**src/rtl/load_store_unit.sv**
```systemverilog
// -----------------------------------------------------------------------------
// load_store_unit
//   Memory stage after the execute ALU. For each instruction it either runs a
//   single data-memory transaction (req/gnt/rvalid handshake) or passes the ALU
//   result through. It produces exactly one writeback result per instruction,
//   and keeps the execute stage stalled (ex_ready low) while it is busy.
//
// Ports
//   clk, rst_n         clock / asynchronous active-low reset
//   ex_valid/ex_ready  handshake with the execute stage (ready only in IDLE)
//   ex_alu_out         effective address for ld/st, otherwise the result value
//   ex_store_data      store source value
//   ex_is_load/store   operation kind (both set is illegal)
//   ex_funct3          access size/sign: 000 B, 001 H, 010 W, 100 BU, 101 HU
//   ex_rd, ex_rd_we    destination register and its write enable
//   flush              kills the current or pending instruction
//   mem_*              data bus: req held until gnt, one outstanding access
//   wb_*               one-cycle writeback pulse with data / error code
//                      (01 misaligned, 10 illegal, 11 bus timeout)
// -----------------------------------------------------------------------------
module load_store_unit #(
   parameter int unsigned TIMEOUT_CYCLES = 255
) (
   input  logic        clk,
   input  logic        rst_n,
   input  logic        ex_valid,
   output logic        ex_ready,
   input  logic [31:0] ex_alu_out,
   input  logic [31:0] ex_store_data,
   input  logic        ex_is_load,
   input  logic        ex_is_store,
   input  logic [2:0]  ex_funct3,
   input  logic [4:0]  ex_rd,
   input  logic        ex_rd_we,
   input  logic        flush,
   output logic        mem_req,
   output logic        mem_we,
   output logic [31:0] mem_addr,
   output logic [31:0] mem_wdata,
   output logic [3:0]  mem_wstrb,
   input  logic        mem_gnt,
   input  logic        mem_rvalid,
   input  logic [31:0] mem_rdata,
   output logic        wb_valid,
   output logic [4:0]  wb_rd,
   output logic        wb_we,
   output logic [31:0] wb_data,
   output logic        wb_err,
   output logic [1:0]  wb_err_code
);

   typedef enum logic [1:0] {S_IDLE, S_REQ, S_WAIT, S_DONE} state_t;

   localparam logic [31:0] LP_TIMEOUT = 32'(TIMEOUT_CYCLES);

   state_t      r_state;
   logic [31:0] r_addr;
   logic [31:0] r_cnt;
   logic [2:0]  r_f3;
   logic        r_is_store;
   logic        r_rd_ok;
   logic        r_flushed;

   logic        r_mem_req;
   logic        r_mem_we;
   logic [31:0] r_mem_addr;
   logic [31:0] r_mem_wdata;
   logic [3:0]  r_mem_wstrb;
   logic        r_wb_valid;
   logic [4:0]  r_wb_rd;
   logic        r_wb_we;
   logic [31:0] r_wb_data;
   logic        r_wb_err;
   logic [1:0]  r_wb_code;

   logic        w_accept;
   logic        w_is_mem;
   logic        w_illegal;
   logic        w_misalign;
   logic [3:0]  w_strb;
   logic [31:0] w_wdata;
   logic [31:0] w_shifted;
   logic [31:0] w_ld_data;
   logic [31:0] w_cnt_nxt;
   logic        w_timeout;
   logic        w_resp;
   logic        w_kill;

   assign w_accept  = ex_valid && (r_state == S_IDLE) && !flush;
   assign w_is_mem  = ex_is_load || ex_is_store;
   assign w_cnt_nxt = r_cnt + 32'd1;
   assign w_timeout = (TIMEOUT_CYCLES != 0) && (w_cnt_nxt >= LP_TIMEOUT);
   // a response only counts once the request has been (or is being) granted
   assign w_resp    = mem_rvalid && ((r_state == S_WAIT) || ((r_state == S_REQ) && mem_gnt));
   // a flush seen at any point after the grant still lets the bus finish
   assign w_kill    = r_flushed || flush;

   // Decode of the incoming instruction
   always_comb begin
      w_illegal = 1'b0;
      if (ex_is_load && ex_is_store)
         w_illegal = 1'b1;
      else if (ex_is_load)
         w_illegal = (ex_funct3 == 3'b011) || (ex_funct3[2:1] == 2'b11);
      else if (ex_is_store)
         w_illegal = ex_funct3[2] || (ex_funct3[1:0] == 2'b11);

      w_misalign = w_is_mem &&
                   (((ex_funct3[1:0] == 2'b01) && ex_alu_out[0]) ||
                    ((ex_funct3[1:0] == 2'b10) && (ex_alu_out[1:0] != 2'b00)));

      case (ex_funct3[1:0])
         2'b00: begin
            w_strb  = 4'b0001 << ex_alu_out[1:0];
            w_wdata = {4{ex_store_data[7:0]}};
         end
         2'b01: begin
            w_strb  = 4'b0011 << ex_alu_out[1:0];
            w_wdata = {2{ex_store_data[15:0]}};
         end
         default: begin
            w_strb  = 4'b1111;
            w_wdata = ex_store_data;
         end
      endcase
   end

   // Load data alignment and extension
   always_comb begin
      w_shifted = mem_rdata >> {r_addr[1:0], 3'b000};
      case (r_f3)
         3'b000:  w_ld_data = {{24{w_shifted[7]}}, w_shifted[7:0]};
         3'b001:  w_ld_data = {{16{w_shifted[15]}}, w_shifted[15:0]};
         3'b100:  w_ld_data = {24'h0, w_shifted[7:0]};
         3'b101:  w_ld_data = {16'h0, w_shifted[15:0]};
         default: w_ld_data = mem_rdata;
      endcase
   end

   always_ff @(posedge clk or negedge rst_n) begin
      if (!rst_n) begin
         r_state     <= S_IDLE;
         r_addr      <= '0;
         r_cnt       <= '0;
         r_f3        <= '0;
         r_is_store  <= 1'b0;
         r_rd_ok     <= 1'b0;
         r_flushed   <= 1'b0;
         r_mem_req   <= 1'b0;
         r_mem_we    <= 1'b0;
         r_mem_addr  <= '0;
         r_mem_wdata <= '0;
         r_mem_wstrb <= '0;
         r_wb_valid  <= 1'b0;
         r_wb_rd     <= '0;
         r_wb_we     <= 1'b0;
         r_wb_data   <= '0;
         r_wb_err    <= 1'b0;
         r_wb_code   <= '0;
      end else begin
         case (r_state)
            S_IDLE: begin
               if (w_accept) begin
                  r_addr     <= ex_alu_out;
                  r_f3       <= ex_funct3;
                  r_is_store <= ex_is_store;
                  r_rd_ok    <= ex_rd_we && (ex_rd != 5'd0);
                  r_wb_rd    <= ex_rd;
                  r_cnt      <= '0;
                  r_flushed  <= 1'b0;
                  if (w_illegal || w_misalign) begin
                     r_state    <= S_DONE;
                     r_wb_valid <= 1'b1;
                     r_wb_we    <= 1'b0;
                     r_wb_err   <= 1'b1;
                     r_wb_code  <= w_illegal ? 2'b10 : 2'b01;
                     r_wb_data  <= ex_alu_out;
                  end else if (w_is_mem) begin
                     r_state     <= S_REQ;
                     r_mem_req   <= 1'b1;
                     r_mem_we    <= ex_is_store;
                     r_mem_addr  <= {ex_alu_out[31:2], 2'b00};
                     r_mem_wdata <= w_wdata;
                     r_mem_wstrb <= w_strb;
                  end else begin
                     r_state    <= S_DONE;
                     r_wb_valid <= 1'b1;
                     r_wb_we    <= ex_rd_we && (ex_rd != 5'd0);
                     r_wb_err   <= 1'b0;
                     r_wb_code  <= 2'b00;
                     r_wb_data  <= ex_alu_out;
                  end
               end
            end

            S_REQ, S_WAIT: begin
               r_cnt <= w_cnt_nxt;
               if (w_resp) begin
                  r_mem_req <= 1'b0;
                  if (w_kill) begin
                     r_state <= S_IDLE;
                  end else begin
                     r_state    <= S_DONE;
                     r_wb_valid <= 1'b1;
                     r_wb_we    <= !r_is_store && r_rd_ok;
                     r_wb_err   <= 1'b0;
                     r_wb_code  <= 2'b00;
                     r_wb_data  <= r_is_store ? '0 : w_ld_data;
                  end
               end else if ((r_state == S_REQ) && flush && !mem_gnt) begin
                  // request never granted: withdraw it silently
                  r_mem_req <= 1'b0;
                  r_state   <= S_IDLE;
               end else if (w_timeout) begin
                  r_mem_req <= 1'b0;
                  if (w_kill) begin
                     r_state <= S_IDLE;
                  end else begin
                     r_state    <= S_DONE;
                     r_wb_valid <= 1'b1;
                     r_wb_we    <= 1'b0;
                     r_wb_err   <= 1'b1;
                     r_wb_code  <= 2'b11;
                     r_wb_data  <= r_addr;
                  end
               end else begin
                  if ((r_state == S_REQ) && mem_gnt) begin
                     r_mem_req <= 1'b0;
                     r_state   <= S_WAIT;
                  end
                  if (flush)
                     r_flushed <= 1'b1;
               end
            end

            S_DONE: begin
               r_wb_valid <= 1'b0;
               r_state    <= S_IDLE;
            end

            default: r_state <= S_IDLE;
         endcase
      end
   end

   assign ex_ready    = (r_state == S_IDLE);
   assign mem_req     = r_mem_req;
   assign mem_we      = r_mem_we;
   assign mem_addr    = r_mem_addr;
   assign mem_wdata   = r_mem_wdata;
   assign mem_wstrb   = r_mem_wstrb;
   // a flush during the DONE cycle must still cancel the pulse
   assign wb_valid    = r_wb_valid && !flush;
   assign wb_rd       = r_wb_rd;
   assign wb_we       = r_wb_we;
   assign wb_data     = r_wb_data;
   assign wb_err      = r_wb_err;
   assign wb_err_code = r_wb_code;

endmodule

```
**config.mk**
```make
export PLATFORM = sky130hd
export DESIGN_NAME = load_store_unit
export DESIGN_NICKNAME = d
export VERILOG_FILES = /design/src/rtl/load_store_unit.sv
export SDC_FILE = /design/constraint.sdc
export NUM_CORES = 1
export LEC_CHECK = 0
export ABC_AREA = 1
export BUFFER_PORTS_ARGS = -buffer_cell sky130_fd_sc_hd__buf_2
export CORE_ASPECT_RATIO = 0.8
export CORE_MARGIN = 1.5
export CORE_UTILIZATION = 35
export DETAILED_ROUTE_END_ITERATION = 12
export PLACE_DENSITY_LB_ADDON = 0.12
export SYNTH_ARGS = -nofsm -noshare
export SYNTH_HDL_FRONTEND = slang
export SYNTH_SLANG_ARGS = --single-unit
```
**constraint.sdc**
```tcl
create_clock -name clk -period 2.53 [get_ports clk]
set_input_delay 0.506 -clock clk [delete_from_list [all_inputs] [get_ports clk]]
set_output_delay 0.506 -clock clk [all_outputs]
set_load 0.05 [all_outputs]
```
==> results of run 1 <==
report_power, final:
group	internal, mW	leakage [nW]	switching (mW)	total, mW
Clock	1.67	0.285	1.16	2.83
Combinational	3.29	3.68	7.62	10.9
Sequential	4.16	2.33	0.839	5.00
final cells by class:
cell class                      count  area share
Sequential cell                   182       0.370
Multi-Input combinational cell    919       0.359
Timing Repair Buffer              287       0.144
Inverter                          129      0.0394
Tap cell                          364      0.0369
Clock buffer                       21      0.0365
Clock inverter                      9      0.0124
Antenna cell                        6     0.00122
Yosys cell counts (4+ instances only):
library cell	count	area [sq um]
clkbuf_1	40	150
o221ai_1	25	219
o211ai_1	11	82.6
a21oi_1	33	165
nor3_1	7	35.0
nor2_4	9	101
nand2_1	469	1760
nand3_1	34	170
clkinv_1	4	15.0
a22o_1	8	70.1
a22oi_1	8	60.1
dfrtp_1	182	4550
a31oi_1	5	31.3
o21ai_0	169	846
buf_2	10	50.1
buf_6	6	67.6
o22ai_1	16	100
ha_1	6	75.1
nor2_1	80	300
nor2_2	4	25.0
nand4_1	14	87.6
inv_1	122	458
sequential cells by signal, summed over array words and instances (netlist names), 2 cells and up:
name,count
mem_addr,30
mem_wdata,32
mem_wstrb,4
r_addr,32
r_cnt,32
r_f3,3
r_state,2
wb_data,32
wb_err_code,2
wb_rd,5
cells by family after synthesis:
family	after synthesis	share of synthesized area
AND/OR/NAND/NOR	626	0.268
XOR/XNOR	4	0.00440
other	1	0.000388
buffers and inverters	190	0.0808
adder cells (fa/ha/maj)	6	0.00776
flip-flops	182	0.471
AO/OA/AOI/OAI	281	0.168
worst max-delay path by stage:
stage | endpoint | start | depth (start not counted) | slack, ns
floorplan | r_cnt[11] | r_state[0] | 9 | 0.11
global placement | wb_data[11] | r_cnt[0] | 17 | 0.007
detailed placement | wb_data[8] | r_cnt[1] | 17 | -0.07
CTS | wb_err | r_cnt[1] | 18 | 0.004
global route | wb_data[23] | r_cnt[1] | 19 | -0.19
finish | wb_data[23] | r_cnt[1] | 19 | -0.06
stage by stage:
step / setup TNS [ns] / setup slack, ns
global placement: 0 / 0.00703
finish: -0.814 / -0.0556
CTS: 0 / 0.00413
detailed placement: -1.81 / -0.0749
global route: -6.14 / -0.187
floorplan: 0 / 0.112
metal layers:
layer | vias up | global-route usage
met5 | - | 0
met4 | 6 | 0.0433
met3 | 17 | 0.0686
met2 | 337 | 0.316
met1 | 4412 | 0.350
li1 | 4691 | -
worst reg2reg max path, cell delays in order (launching register included):
cell,delay [ns]
dfrtp_1,0.36
ha_2,0.21
nand2_2,0.08
nor2_4,0.18
buf_6,0.14
nand2_2,0.09
nor2_4,0.13
nand3_1,0.08
nand2_1,0.06
nand2_1,0.06
nand2_1,0.08
nor2_2,0.05
nand2_1,0.13
nor2_4,0.05
nand3_4,0.11
nand3_4,0.11
nor2_8,0.28
clkbuf_16,0.23
nand2_2,0.04
nand2_1,0.07
repair_timing:
action | 4_1_cts | 5_1_grt
hold endpoints to repair | 0 | 0
pin swaps | 2 | 14
resized for setup | 7 | 28
setup buffers | 1 | 5
endpoints found under the setup margin | 37 | 69
gates cloned | 0 | 4
==> impl_metrics.tcl, run 1 <==
set metrics [dict create \
    top_layer "met5" \
    dpl.cell_count 1871 \
    htreeDepth 4 \
    critPathMaxStageDelay_ns 0.36 \
    synth_edf_count 0 \
    reg2regPathDepth 19 \
    drt-pass1-iter-count 5 \
    crit_required_ns 2.90 \
    via_count 9463 \
    area_delta_synth_final_pct 27.4 \
    antenna_found_initial 9 \
    power_density_mw_per_mm2 1520 \
    multi_input_area_sq_mm 0.00443 \
    via_per_inst 4.94 \
    regToRegSetupSlack_ns -0.06 \
    clkSlewWorstSetupHoldPaths_ns 0.07 \
    slowest_stage "dfrtp_1" \
    worst_pin_slew_ns 0.715 \
    final_cell_mix "458 x nand2_1, 222 x buf_2, 179 x dfrtp_1, 168 x o21ai_0, 121 x inv_1" \
    postSynthAreaPerCell_sq_um 7.50 \
    drcViolationCount 0 \
    die_x_um 189 \
    status "finished with violations" \
    maxCapViolCount 0 \
    power_mw 18.7 \
    tritoncts "yes" \
    die_h_um 152 \
    path_delay_family "simple AND/OR/NAND/NOR gates" \
    synth_cells 1290 \
    rows 54 \
    coreArea_sq_mm 0.0272 \
    ys_ff_latch 182 \
    period_share 1.02 \
    drt_iter0_drc 938 \
    stdcell_count 1917 \
    critPathKind "flip-flop to flip-flop" \
    endpoint_kind "flip-flop" \
    violations "negative setup slack" \
    seqCellArea_sq_mm 0.00456 \
    reg2reg_from "r_cnt[1]" \
    cp_cell_sequence "ha_2 > nand2_2 > nor2_4 > buf_6 > nand2_2 > nor2_4 > nand3_1 > nand2_1 > nand2_1 > nand2_1 > nor2_2 > nand2_1 > nor2_4 > nand3_4 > nand3_4 > nor2_8 > clkbuf_16 > nand2_2 > nand2_1" \
    worst_path_most_repeated_cell "nand2_1" \
    cp_num_buf_inv 2 \
    nFillCells 2785 \
    place.gp.congestion 0.882 \
    start_util 0.355 \
    io_pins 226 \
    rsz0062_at_grt "true" \
    synth-async-reset-ratio 1.00 \
    layout_setup_ws_ns -0.0556 \
    yosysWarnings 0 \
    fin_worst_skew_ns 0.0103 \
    final_common_cell "nand2_1" \
    holdCritPathClass "input port to async pin" \
    cts_sinks 182 \
    drive_gt1_frac 0.239 \
    cts_buffers 17 \
    syn_area_sq_mm 0.00968 \
    crit_fanout 6 \
    grt_pass1_vias 8629 \
    final_util 0.453 \
    reg2reg_to "wb_data[23]" \
    finalInstanceArea_sq_mm 0.0123 \
    root_buffer "clkbuf_16" \
    hold_viol_final 0 \
    ys_types 39 \
    final_nets 1655 \
    wl_per_cell_um 17.3 \
    post-route-min-period_ns 2.59 \
    grt_pass1_wl_um 49900 \
    grt_overflow 0 \
    hpwl_um 24500 \
    placed_area_sq_mm 0.0115 \
    vdd_ir_drop_max_uv 724 \
    hold_buffers 0 \
    hold-worst-slack_ns 0.0302 \
    fmaxAchievable_ghz 0.387 \
    worstPathArrival_ns 2.96 \
    clockBufferDepth 2 \
    yosysSeqAreaShare 0.471 \
    finalMaxSlewViolations 0 \
    met2WireLength_um 13600 \
    drt_wl_total_um 33200 \
    synth_ff_type "dfrtp_1" \
    grt_max_degree 76 \
    clkLatencyLatePin_ns 0.44 \
    routedLengthMet1_um 16600 \
    wl_met3_um 2790 \
    dieArea_sq_mm 0.0287 \
    track_usage 0.229 \
    relSlewSlack 0.523 \
    start_kind "flip-flop" \
    p_leak_nw 6.30 \
    port_buffers 223 \
    setup-violations-final 31 \
    ant_nets 0 \
]
No activity file was read; power rests on OpenSTA's default activity.
==> run 2, diff against run 1 <==
- MAX_ROUTING_LAYER: not set -> met4
==> run 2 against run 1 <==
  * The flow still finishes with violations (negative setup slack)
  * Die area unchanged
  * First-iteration DRC count increased by 4.8%
  * Clock power about the same
  * Design area increased by 1.1%
  * Combinational power about the same
  * Worst setup slack got worse by 0.013 ns
  * Clock skew increased by 0.0021 ns
  * Critical path type unchanged
==> impl_metrics.tcl, run 2 (same netlist as run 1, synthesis figures left out) <==
set metrics [dict create \
    io_pins 226 \
    tritoncts "yes" \
    port_buffers 223 \
    seqCellArea_sq_mm 0.00456 \
    fmaxAchievable_ghz 0.385 \
    start_kind "flip-flop" \
    critPathKind "flip-flop to flip-flop" \
    ant_nets 0 \
    status "finished with violations" \
    start_util 0.355 \
    endpoint_kind "flip-flop" \
    fin_worst_skew_ns 0.0124 \
    use_met2 0.317 \
    clockBufferDepth 2 \
    cts_buffers 17 \
    stdcell_count 1922 \
    drive_gt1_frac 0.258 \
    grt_max_degree 76 \
    p_leak_nw 6.35 \
    root_buffer "clkbuf_16" \
    worst_pin_slew_ns 0.698 \
    place.gp.congestion 0.897 \
    final_nets 1656 \
    worstPathArrival_ns 2.92 \
    area_delta_synth_final_pct 28.8 \
    final_cell_mix "433 x nand2_1, 222 x buf_2, 179 x dfrtp_1, 167 x o21ai_0, 121 x inv_1" \
    grt_pass1_vias 8643 \
    via_count 9542 \
    maxCapViolCount 0 \
    setup-violations-final 36 \
    relSlewSlack 0.535 \
    clkLatencyLatePin_ns 0.44 \
    vdd_ir_drop_max_uv 732 \
    drt_iter0_drc 983 \
    via_per_inst 4.96 \
    hpwl_um 24500 \
    crit_required_ns 2.85 \
    crit_fanout 6 \
    antenna_found_initial 10 \
    final_common_cell "nand2_1" \
    coreArea_sq_mm 0.0272 \
    clkSlewWorstSetupHoldPaths_ns 0.07 \
    holdCritPathClass "input port to async pin" \
    violations "negative setup slack" \
    multi_input_area_sq_mm 0.00455 \
    finalInstanceArea_sq_mm 0.0125 \
    rows 54 \
    dpl.cell_count 1871 \
    period_share 1.03 \
    placed_area_sq_mm 0.0115 \
    cts_sinks 182 \
    die_h_um 152 \
    rsz0062_at_grt "true" \
    final_util 0.458 \
    grt.met3_usage 0.0666 \
    hold_viol_final 0 \
    dieArea_sq_mm 0.0287 \
    wl_per_cell_um 17.3 \
    gr-max-usage-layer "met1" \
    gr-usage-met1 0.349 \
    grt_overflow 0 \
    layout_setup_ws_ns -0.0688 \
    track_usage 0.236 \
    finalMaxSlewViolations 0 \
    power_density_mw_per_mm2 1520 \
    hold_buffers 0 \
    reg2regPathDepth 18 \
    nFillCells 2777 \
    die_x_um 189 \
    grt_pass1_wl_um 49900 \
    drcViolationCount 0 \
    drt-pass1-iter-count 5 \
    post-route-min-period_ns 2.60 \
    drt_wl_total_um 33300 \
    htreeDepth 4 \
]
==> run 2: cell types whose count changed in the layout (fill, tap and decap cells not counted), moves of 2 or more <==
| cell | previous run | this run |
|---|---|---|
| diode_2 | 6 | 10 |
| nand2_2 | 13 | 34 |
| nand2_4 | 1 | 5 |
| nor2_1 | 69 | 67 |
| nand2_1 | 458 | 433 |
| nand3_1 | 32 | 30 |
==> run 2: cell type report <==
cell class / count / area share
clock inverter: 9 / 0.0122
timing repair buffer: 288 / 0.144
clock buffer: 21 / 0.0361
sequential: 182 / 0.366
inverter: 129 / 0.0389
multi-input combinational: 919 / 0.365
tap: 364 / 0.0365
antenna: 10 / 0.00201
==> run 2: stage by stage <==
step           power [mW]  setup WS (ns)  hold slack, ns  setup TNS (ns)
2_1_floorplan        12.1          0.112           0.210               0
3_5_place_dp         15.4        -0.0749           0.454           -1.81
4_1_cts              18.3        0.00413          0.0458               0
6_report             19.0        -0.0688          0.0338           -1.63
3_3_place_gp         15.3        0.00703           0.451               0
5_1_grt              20.2         -0.202          0.0570           -7.12
==> run 2: layer usage <==
metal,up-vias,wire length [um]
li1,4704,-
met1,4520,16700
met2,310,13800
met3,8,2580
met4,0,190
met5,-,0
==> run 2: power breakdown <==
group	internal [mW]	total (mW)	switching (mW)	leakage [nW]
Sequential	4.16	5.00	0.841	2.33
Combinational	3.36	11.2	7.81	3.74
Clock	1.67	2.83	1.16	0.285
Total	9.19	19.0	9.81	6.35
==> run 2: final timing paths <==
kind	to	slack [ns]	start
min in group clk	wb_rd[0]	0.30	ex_rd[0]
max in group asynchronous	wb_data[17]	1.77	rst_n
setup reg to reg	wb_data[23]	-0.07	r_cnt[1]
hold reg to reg	mem_wstrb[3]	0.47	mem_wstrb[3]
setup / recovery	wb_data[23]	-0.07	r_cnt[1]
hold / removal	r_cnt[24]	0.03	rst_n
==> run 2: worst max-delay path, stage by stage (launching register included) <==
cell	delay, ns
dfrtp_1	0.36
ha_2	0.21
nand2_2	0.08
nor2_4	0.18
buf_6	0.13
nand2_2	0.09
nor2_4	0.14
nand4_1	0.09
nand2_1	0.11
nand2_2	0.07
nor2_4	0.15
nand2_2	0.09
nor2_4	0.15
nand3_4	0.12
nand3_4	0.12
nor2_8	0.09
clkbuf_16	0.20
nand2_2	0.05
nand2_1	0.06
==> run 2: repair_timing <==
action,CTS,global route
gates cloned,0,4
gates resized for setup,7,66
buffers inserted,1,6
pin swaps,2,22
endpoints found under the setup margin,37,67
